### src/rtl/kernel_scan_ctrl.sv
// Raster-scan scheduler for the kernel filter stages: walks a KxK window over the image file
// band by band, issuing column read addresses, filter enables and delayed write-back addresses.
module kernel_scan_ctrl #(
    parameter int unsigned IMG_DIM = 20,
    parameter int unsigned ADDR_W  = 9,
    parameter int unsigned LAT     = 1
) (
    input  logic              i_clk,
    input  logic              i_rst,
    input  logic              i_start,
    input  logic              i_ksize,
    input  logic              i_hold,
    output logic              o_busy,
    output logic              o_done,
    output logic              o_sub_clear,
    output logic              o_rd_valid,
    output logic [ADDR_W-1:0] o_rd_addr0,
    output logic [ADDR_W-1:0] o_rd_addr1,
    output logic [ADDR_W-1:0] o_rd_addr2,
    output logic [ADDR_W-1:0] o_rd_addr3,
    output logic [ADDR_W-1:0] o_rd_addr4,
    output logic              o_filt_en,
    output logic              o_wr_valid,
    output logic [ADDR_W-1:0] o_wr_addr
);

    localparam int unsigned CW = $clog2(IMG_DIM);

    typedef enum logic [2:0] {
        StIdle,
        StClear,
        StScan,
        StGap,
        StDrain,
        StDone
    } state_e;

    state_e            r_state;
    logic              r_k5;
    logic [CW-1:0]     r_row;
    logic [CW-1:0]     r_col;
    logic [2:0]        r_drain;
    logic [LAT-1:0]    r_dl_vld;
    logic [ADDR_W-1:0] r_dl_addr [LAT];

    logic              w_scan;
    logic              w_adv;
    logic              w_filt;
    logic              w_col_last;
    logic              w_row_last;
    logic [CW-1:0]     w_kmin1;
    logic [CW-1:0]     w_last_row;
    logic [ADDR_W-1:0] w_wr_addr;
    logic [ADDR_W-1:0] w_rd_addr [5];

    assign w_kmin1    = r_k5 ? CW'(4) : CW'(2);
    assign w_last_row = r_k5 ? CW'(IMG_DIM - 5) : CW'(IMG_DIM - 3);
    assign w_col_last = (r_col == CW'(IMG_DIM - 1));
    assign w_row_last = (r_row == w_last_row);
    assign w_scan     = (r_state == StScan);
    assign w_adv      = w_scan && !i_hold;
    assign w_filt     = w_adv && (r_col >= w_kmin1);

    always_ff @(posedge i_clk or posedge i_rst) begin
        if (i_rst) begin
            r_state <= StIdle;
            r_k5    <= 1'b0;
            r_row   <= '0;
            r_col   <= '0;
            r_drain <= '0;
        end else begin
            unique case (r_state)
                StIdle: begin
                    if (i_start) begin
                        r_k5    <= i_ksize;
                        r_row   <= '0;
                        r_col   <= '0;
                        r_state <= StClear;
                    end
                end
                StClear: begin
                    r_row   <= '0;
                    r_col   <= '0;
                    r_state <= StScan;
                end
                StScan: begin
                    if (!i_hold) begin
                        if (w_col_last) begin
                            r_drain <= '0;
                            r_state <= w_row_last ? StDrain : StGap;
                        end else begin
                            r_col <= r_col + 1'b1;
                        end
                    end
                end
                StGap: begin
                    r_row   <= r_row + 1'b1;
                    r_col   <= '0;
                    r_state <= StScan;
                end
                StDrain: begin
                    if (r_drain == 3'(LAT - 1)) begin
                        r_state <= StDone;
                    end else begin
                        r_drain <= r_drain + 1'b1;
                    end
                end
                StDone: begin
                    r_state <= StIdle;
                end
                default: begin
                    r_state <= StIdle;
                end
            endcase
        end
    end

    // Rows beyond the active kernel height stay at zero.
    always_comb begin
        for (int n = 0; n < 5; n++) begin
            w_rd_addr[n] = '0;
            if (w_scan && (n < (r_k5 ? 5 : 3))) begin
                w_rd_addr[n] = ADDR_W'((int'(r_row) + n) * int'(IMG_DIM) + int'(r_col));
            end
        end
    end

    // Window centre: one half-kernel down from the band top, one half-kernel left of the column.
    always_comb begin
        w_wr_addr = '0;
        if (w_filt) begin
            w_wr_addr = ADDR_W'((int'(r_row) + (r_k5 ? 2 : 1)) * int'(IMG_DIM)
                                + int'(r_col) - (r_k5 ? 2 : 1));
        end
    end

    // Free-running delay line so in-flight results survive hold and the end of the scan.
    always_ff @(posedge i_clk or posedge i_rst) begin
        if (i_rst) begin
            r_dl_vld <= '0;
            for (int i = 0; i < LAT; i++) begin
                r_dl_addr[i] <= '0;
            end
        end else begin
            r_dl_vld[0]  <= w_filt;
            r_dl_addr[0] <= w_wr_addr;
            for (int i = 1; i < LAT; i++) begin
                r_dl_vld[i]  <= r_dl_vld[i-1];
                r_dl_addr[i] <= r_dl_addr[i-1];
            end
        end
    end

    always_comb begin
        o_busy      = (r_state == StClear) || (r_state == StScan) ||
                      (r_state == StGap)   || (r_state == StDrain);
        o_done      = (r_state == StDone);
        o_sub_clear = (r_state == StClear) || (r_state == StGap);
        o_rd_valid  = w_adv;
        o_filt_en   = w_filt;
        o_rd_addr0  = w_rd_addr[0];
        o_rd_addr1  = w_rd_addr[1];
        o_rd_addr2  = w_rd_addr[2];
        o_rd_addr3  = w_rd_addr[3];
        o_rd_addr4  = w_rd_addr[4];
        o_wr_valid  = r_dl_vld[LAT-1];
        o_wr_addr   = r_dl_addr[LAT-1];
    end

endmodule

### config.mk
export PLATFORM = sky130hd
export DESIGN_NAME = kernel_scan_ctrl
export DESIGN_NICKNAME = d
export VERILOG_FILES = /design/src/rtl/kernel_scan_ctrl.sv
export SDC_FILE = /design/constraint.sdc
export NUM_CORES = 1
export LEC_CHECK = 0
export BUFFER_PORTS_ARGS = -buffer_cell sky130_fd_sc_hd__buf_2
export CORE_MARGIN = 2
export CORE_UTILIZATION = 46
export DETAILED_ROUTE_END_ITERATION = 12
export GPL_TIMING_DRIVEN = 0
export PLACE_DENSITY = 0.67
export SLEW_MARGIN = 20
export SYNTH_ARGS = -nofsm -noshare
export SYNTH_HDL_FRONTEND = slang
export SYNTH_SLANG_ARGS = --single-unit
### constraint.sdc
create_clock -name i_clk -period 12.8 [get_ports i_clk]
set_input_delay 2.56 -clock i_clk [delete_from_list [all_inputs] [get_ports i_clk]]
set_output_delay 2.56 -clock i_clk [all_outputs]
set_load 0.05 [all_outputs]
# Word-level counts from Yosys, hierarchy flattened
# Index checks and enable logic that the tools add are counted.
# word_totals
register_bits	27
latch_bits	0
ramBits	0
rom_bits	0
in_bits	5
out_inout_bits	60
word_cells	95
n_memories	0
# classes
n_addsub	15
multipliers	6
div_mod_pow	0
order_cmp	6
n_eq_ne	13
shifts	0
muxes	25
bitwise	0
reduce_logical	23
# ops
op	n
$lt 3x32->1 const A	2
$mux 9	6
$add 9x5->9	5
$add 6x32->32	1
$lt 1x32->1 const A	1
$lt 2x32->1 const A	1
$mul 32x4->7 const B	1
$mux 3	10
$pmux 5 s3	2
$mul 6x3->7 const B	4
$mux 5	4
$add 5x2->6 const B	2
$pmux 3 s4	1
$reduce_and 4->1	3
$add 5x1->5 const B	2
$ne 2x2->1 const B	5
$add 9x6->9	1
$sub 9x3->9	1
$logic_and 1x1->1	7
$mul 5x3->7 const B	1
$add 5x1->6 const B	1
$add 5x3->6 const B	1
$eq 3x2->1 const B	2
$eq 3x3->1 const B	2
16 further kinds	22

# Logic depth before layout (Yosys ltp)
# Gate-level depths: netlist of the first run.
# depth
ltp_word	6
ltp_mapped	15
mapped_depth_nobuf	15

# Worst setup path before layout of the first run
# Ideal clock, no wire load.
# synth_path
path_type	input-to-output
start	in i_hold
end	out o_filt_en
arrival_ps	3857
required_time_ps	10240
path_slack_ps	6383
cell_stages	4
n_path_buf	1
cell_sequence	nor2_1 > nand2b_1 > buf_2 > inv_1
# synth_via
elab_chain_cells	3
# synth_rtl
element	line	rtl
start, declared	12	input logic i_hold,
$logic_not 1->1	n/a	
$logic_and 1x1->1	61	assign w_adv = w_scan && !i_hold;
$logic_and 1x1->1	62	assign w_filt = w_adv && (r_col >= w_kmin1);
end, declared	22	output logic o_filt_en,
# No other way between the ends.

# Worst setup path in the final report of the first run
# layout_path
start	reg r_row[1]
end	out o_rd_addr3[8]
# layout_via
elab_chain_cells	4
# layout_rtl
element	line	rtl
start, declared	40	logic [CW-1:0] r_row;
start signal, assigned	97	r_row <= r_row + 1'b1;
$add 5x2->6	123	w_rd_addr[n] = ADDR_W'((int'(r_row) + n) * int'(IMG_DIM) + int'(r_col));
$mul 6x3->7	123	
$add 9x5->9	123	
$mux 9	122	if (w_scan && (n < (r_k5 ? 5 : 3))) begin
end, declared	20	output logic [ADDR_W-1:0] o_rd_addr3,
# No other way between the ends.

==> metrics.txt, run 1 <==
Setup violations, final 0; fmax 147 MHz; flop2flop setup slack between 9000 and 10000 ps; count leader, synth ha_1; final worst path period share 53.1%; status finished, final reports clean; area delta synth->final 12.6%; die extent in y between 90 and 100 um; fillers 797; CTS tree yes; CP required between 10000 and 15000 ps; final setup TNS 0 ps; clk_lat worst skew approximately 280 ps; Max H-tree Level 1; CTS buffer count 3; Tot GR Track Use 19.4%; first-pass GRT wire length 15.7 mm; startpoint types flop; dominant synthesized flop cell dfrtp_1; cell taking the most area after synthesis ha_1; detailed-route via count 3358; final wirelength 8.86 mm; P_leak 0.00250 uW; sequential area share after synthesis between 15 and 20%; Die ar. 9380 um2; # DRC 0; DR top layer met4; WHS 582 ps; IO Pins 65; Critical Path Sink o_rd_addr3[8]; Die Wd about 97 um; Via density 5.26; DP HPWL approximately 7.3 mm; Commonest cells post-synth ha_1, nor2_1, inv_1; Metal-1 WL 4.00 mm; Register Area 676 um2; PortBufs 64; CP max stage delay 630 ps; Worst setup startpoint r_row[1]; Synth cell types 52; root buffer cell clkbuf_8; initial antenna violation count 0; most used cell, CP ha_1; reg2reg start r_k5; maximum VDD drop 0.193 mV; Post-Syn Nets 559; setup bufs post-CTS 0; unrepaired setup endpoints after global routing no; drt pass-1 iters 4; pwr/cell area 237 nW/um2; Worst Hold Class flop to flop; DR WL met2 4.30 mm; endpoints failing hold 0; pin count of the biggest net entering global routing 28; FF-to-FF path depth 14; FF+latch count, synth 27; yosys warns 0; share of the synthesized area in the top cell type 24.0%; Sink Count 27; area of the core 8300 um2; Crit Path Class flop to output pin; number of placement rows 33; antenna viol nets, final 0; Post-synth ARST share 100%; Avg Cell Area, Syn ~8.5 um2; Slew Viols, Final 0; number of max-cap violations 0; multi-input logic area 3020 um2; CTS hold repair buffers 0; crit path DAT 4240 ps; RePlAce Congestion 0.855; wire per inst 13.9 um; Cell Area, Synth 3960 um2; RR Endpoint o_wr_addr[8]; ant diodes 0; Critical Path Fanout Max 10; Met3 Wirelength between 300 and 400 um; Max transition margin a little over half; grt total ovfl 0; slew of the pin with the lowest slew margin around 700 ps; crit end category output pin; Synth area leaders ha_1, dfrtp_1, fa_1; layout cell share with drive strength beyond 1 18.2%; EDFF count, synth 0; minimum clock period 6800 ps; vias in the first global route about 3400; CTS clock-pin slew for the worst setup and hold paths roughly 100 ps; 1st-iter DRT viols 161; starting density of the core 47.8%; Slowest-stage cell, CP dfrtp_1; cts repair resizes 0; CP Cell Sequence inv_1 > ha_1 > a21oi_1 > xnor2_1 > ha_1 > ha_1 > fa_1 > nand2_1 > o21bai_4 > o21bai_1 > a222oi_1 > mux2_2 > buf_2; post-layout net count 628; setup clock skew after layout roughly 11 ps; Cells after Synth 466; Clock Path Buffers 2
==> worst max-delay path: cells and delay by family, from the launching register on <==
family                   cells  cell delay (ps)
XOR/XNOR                     1              190
adder cells (fa/ha/maj)      4             1310
multiplexers                 1              380
AO/OA/AOI/OAI                4              910
buffers and inverters        2              460
flip-flops                   1              630
AND/OR/NAND/NOR              1               80
==> metrics by stage <==
stage / power [uW] / setup WS (ps) / std cells / utilization [%] / cell area [um2]
floorplan: 835 / 6380 / 466 / - / 3960
global placement: 1000 / 6380 / 635 / 53.2 / 4420
detailed placement: 1010 / 6320 / 635 / 53.2 / 4420
CTS: 1070 / 5990 / 639 / 53.8 / 4460
global route: 1180 / 5790 / 639 / 53.8 / 4460
finish: 1060 / 6000 / 639 / 53.8 / 4460
==> cell usage in the layout (no fill, tap or decap), drive strengths merged, types with 2 or more instances in the layout <==
cell type	Yosys	final
a211oi	4	4
a21o	8	8
a21oi	12	12
and2	3	3
and3	5	5
buf	13	77
clkbuf	4	7
dfrtp	27	27
fa	12	12
ha	76	76
inv	46	46
mux2	2	2
mux2i	5	5
nand2	29	29
nand2b	7	7
nand3	6	6
nor2	56	56
nor2b	18	18
nor3	14	14
nor3b	5	5
nor4	2	2
o211ai	2	2
o21a	6	6
o21ai	25	25
o21bai	4	4
o32ai	3	3
or2	5	5
xnor2	25	25
xor2	26	26
==> worst min path at each step <==
stage,startpoint,to,slack (ps),cells after the start
floorplan,r_col[0],r_col[0],520,1
global placement,r_drain[1],r_drain[1],540,2
detailed placement,r_drain[1],r_drain[1],570,2
CTS,r_drain[1],r_drain[1],590,2
global route,r_drain[1],r_drain[1],620,2
finish,r_drain[1],r_drain[1],580,2
==> where the power goes <==
| part | internal (uW) | switching, uW | total [uW] |
|---|---|---|---|
| Clock | 22.2 | 29.4 | 51.6 |
| Sequential | 105 | 25.6 | 130 |
| Combinational | 299 | 578 | 877 |
| Total | 425 | 633 | 1060 |
==> layer usage <==
metal / track usage, % / up-vias
met1: 25.4 / 1577
met4: 5.42 / 0
met5: 0 / -
li1: - / 1704
met2: 34.2 / 62
met3: 1.88 / 15
==> registers in the layout (all words and copies together) (netlist names) <==
name	cells
r_state	3
o_wr_addr	9
o_wr_valid	1
r_row	5
r_drain	3
r_col	5
r_k5	1
==> cell type report <==
type	count	area share, %
Sequential cell	27	15.1
Clock buffer	3	0.925
Buffer	17	2.16
Multi-Input combinational cell	376	67.6
Timing Repair Buffer	64	7.17
Clock inverter	1	0.168
Tap cell	105	2.94
Inverter	46	3.87
==> cells by family (layout without fill, tap and decap cells) <==
kind of cell,Yosys count,count (layout),share of synthesized area (%)
AND/OR/NAND/NOR,156,156,19.9
adder cells (fa/ha/maj),88,88,30.1
AO/OA/AOI/OAI,73,73,12.6
buffers and inverters,63,131,6.79
XOR/XNOR,52,52,11.8
flip-flops,27,27,17.0
multiplexers,7,7,1.83
(Power assumes the default switching activity.)
==> run 2: changes to the inputs <==
Settings changed: PLACE_DENSITY 0.67 to 0.7.
Clock period 12.8 ns to 5.85 ns, I/O delays scaled along.
==> run 2 against run 1 <==
Against the previous run:
- count of clock-buffer cells in the layout did not move
- clock power rose by 120%
- first-iteration DRC count fell by 18%
- die area did not move
- flip-flop and latch count did not move
- critical endpoint unchanged
- highest routed layer unchanged
- critical path depth did not move
- via count did not move
==> metrics.txt, run 2 (synthesized netlist as in run 1, its figures left out) <==
CP required 4680 ps (-5560 ps); number of max-cap violations 0 (unchanged); setup clock skew after layout 6.90 ps (-3.85 ps); Setup violations, final 0 (unchanged); minimum clock period 5450 ps; Die ar. 9380 um2 (unchanged); post-layout util 53.8% (about the same); initial antenna violation count 0 (unchanged); worst slack after detailed placement 749 ps (-5570 ps); pwr/cell area 525 nW/um2 (+120%); pin count of the biggest net entering global routing 28 (unchanged); wire per inst 14.1 um (+1.9%); post-layout net count 628 (unchanged); DP HPWL 7.38 mm (+1.2%); ant diodes 0 (unchanged); final instance area 4460 um2 (about the same); Sink Count 27 (unchanged); setup bufs post-CTS 0 (unchanged); antenna viol nets, final 0 (unchanged); DR WL met2 4.44 mm (+3.3%); Largest register FFs 9 (unchanged); maximum VDD drop 0.376 mV (+94%); number of placement rows 33 (unchanged); reg2reg start r_k5; FF-to-FF path depth 14 (unchanged); area of the core 8300 um2 (unchanged); CP bufs+invs 2 (unchanged); final setup TNS 0 ps (unchanged); crit end category output pin; status finished, final reports clean; Critical Path Fanout Max 10 (unchanged); DR top layer met4; P_leak 0.00250 uW (+0.15%); first-pass GRT wire length 15.6 mm (about the same); area delta synth->final 12.6% (about the same); final setup margin 395 ps (-5600 ps); Max H-tree Level 1 (unchanged); Slowest-stage cell, CP dfrtp_1; Crit Path Class flop to output pin; 1st-iter DRT viols 132 (-18%); CP max stage delay 630 ps (about the same); Worst Hold Class flop to flop; CP delay by family, top adder cells; root buffer cell clkbuf_8; clk_lat worst skew 280 ps (about the same); most used cell, CP ha_1; die extent in y 96.8 um (unchanged); RePlAce Congestion 0.835 (-2.3%); startpoint types flop; starting density of the core 47.8% (unchanged); commonest non-fill, non-tap cell in the layout ha_1; CTS clock-pin slew for the worst setup and hold paths 100 ps (about the same); Die Wd 96.8 um (unchanged); Slew Viols, Final 0 (unchanged); Hold EP r_drain[1]; unrepaired setup endpoints after global routing no; CTS tree yes; IO Pins 65 (unchanged); final worst path period share around 93%; hold path depth 2 (unchanged); endpoints failing hold 0 (unchanged); CTS hold repair buffers 0 (unchanged); Clock Path Buffers 2 (unchanged); Post-DP Area 4420 um2 (unchanged); PortBufs 64 (unchanged); Hold Crit Start r_drain[1]; slew of the pin with the lowest slew margin 660 ps (-41.1 ps); fmax between 150 and 200 MHz; most frequent cells in the layout ha_1, buf_2, nor2_1, inv_1, nand2_1; CP Cell Sequence inv_1 > ha_1 > a21oi_1 > xnor2_1 > ha_1 > ha_1 > fa_1 > nand2_1 > o21bai_4 > o21bai_1 > a222oi_1 > mux2_2 > buf_2; Pwr Total 2340 uW (+120%); final wirelength 9.03 mm (+1.9%); detailed-route via count 3358 (unchanged); Metal-1 WL 4.17 mm (+4.1%); Via density 5.26 (unchanged); drt pass-1 iters 5 (+1); Max transition margin 56.0% (+2.7 points); RR Endpoint o_wr_addr[8]; Met3 Wirelength 279 um (-20%); cts repair resizes 0 (unchanged); CTS buffer count 3 (unchanged); grt total ovfl 0 (unchanged); Tot GR Track Use 19.8% (+0.36 points); # DRC 0 (unchanged); vias in the first global route 3384 (-0.65%); flop2flop setup slack 2200 ps (-6930 ps); crit path DAT 4280 ps (+40 ps); layout cell share with drive strength beyond 1 18.2% (unchanged)
## run 2: changes by cell type in the layout (fill, tap and decap cells not counted)
cell        change
clkinv_2        +1
clkinvlp_4      -1
## run 2: metal layers
metal | vias to the layer above | track usage (%)
li1 | 1704 | -
met1 | 1570 | 25.1
met2 | 72 | 35.8
met3 | 12 | 1.59
met4 | 0 | 5.85
met5 | - | 0
## run 2: report_power, final
| group | switching, uW | internal (uW) |
|---|---|---|
| clock | 63.4 | 47.9 |
| combinational | 1290 | 661 |
| sequential | 56.2 | 229 |
| total | 1410 | 938 |
## run 2: per-stage QoR
step,std cells,hold WS (ps)
floorplan,466,518
finish,639,554
global route,639,595
detailed placement,635,545
global placement,635,537
CTS,639,562
## run 2: worst max path at each step
stage,start,end,cells past startpoint
after floorplan,r_row[1],o_rd_addr1[8],11
after global placement,r_row[1],o_rd_addr3[8],13
after detailed placement,r_row[1],o_rd_addr3[8],13
after CTS,r_row[1],o_rd_addr3[8],13
after global routing,r_row[1],o_rd_addr3[8],13
final,r_row[1],o_rd_addr3[8],13
## run 2: layout make-up
cell class / count / area [um2]
Tap cell: 105 / 131
Sequential cell: 27 / 676
Buffer: 17 / 96.3
Clock buffer: 3 / 41.3
Fill cell: 804 / 3840
Timing Repair Buffer: 64 / 320
Inverter: 46 / 173
Clock inverter: 1 / 5.00
Multi-Input combinational cell: 376 / 3020
## run 2: tightest hold or removal path, delay by kind of cell (launching register included)
family | cells | cell delay [ps]
flops | 1 | 390
mux | 1 | 60
buf+inv | 1 | 70
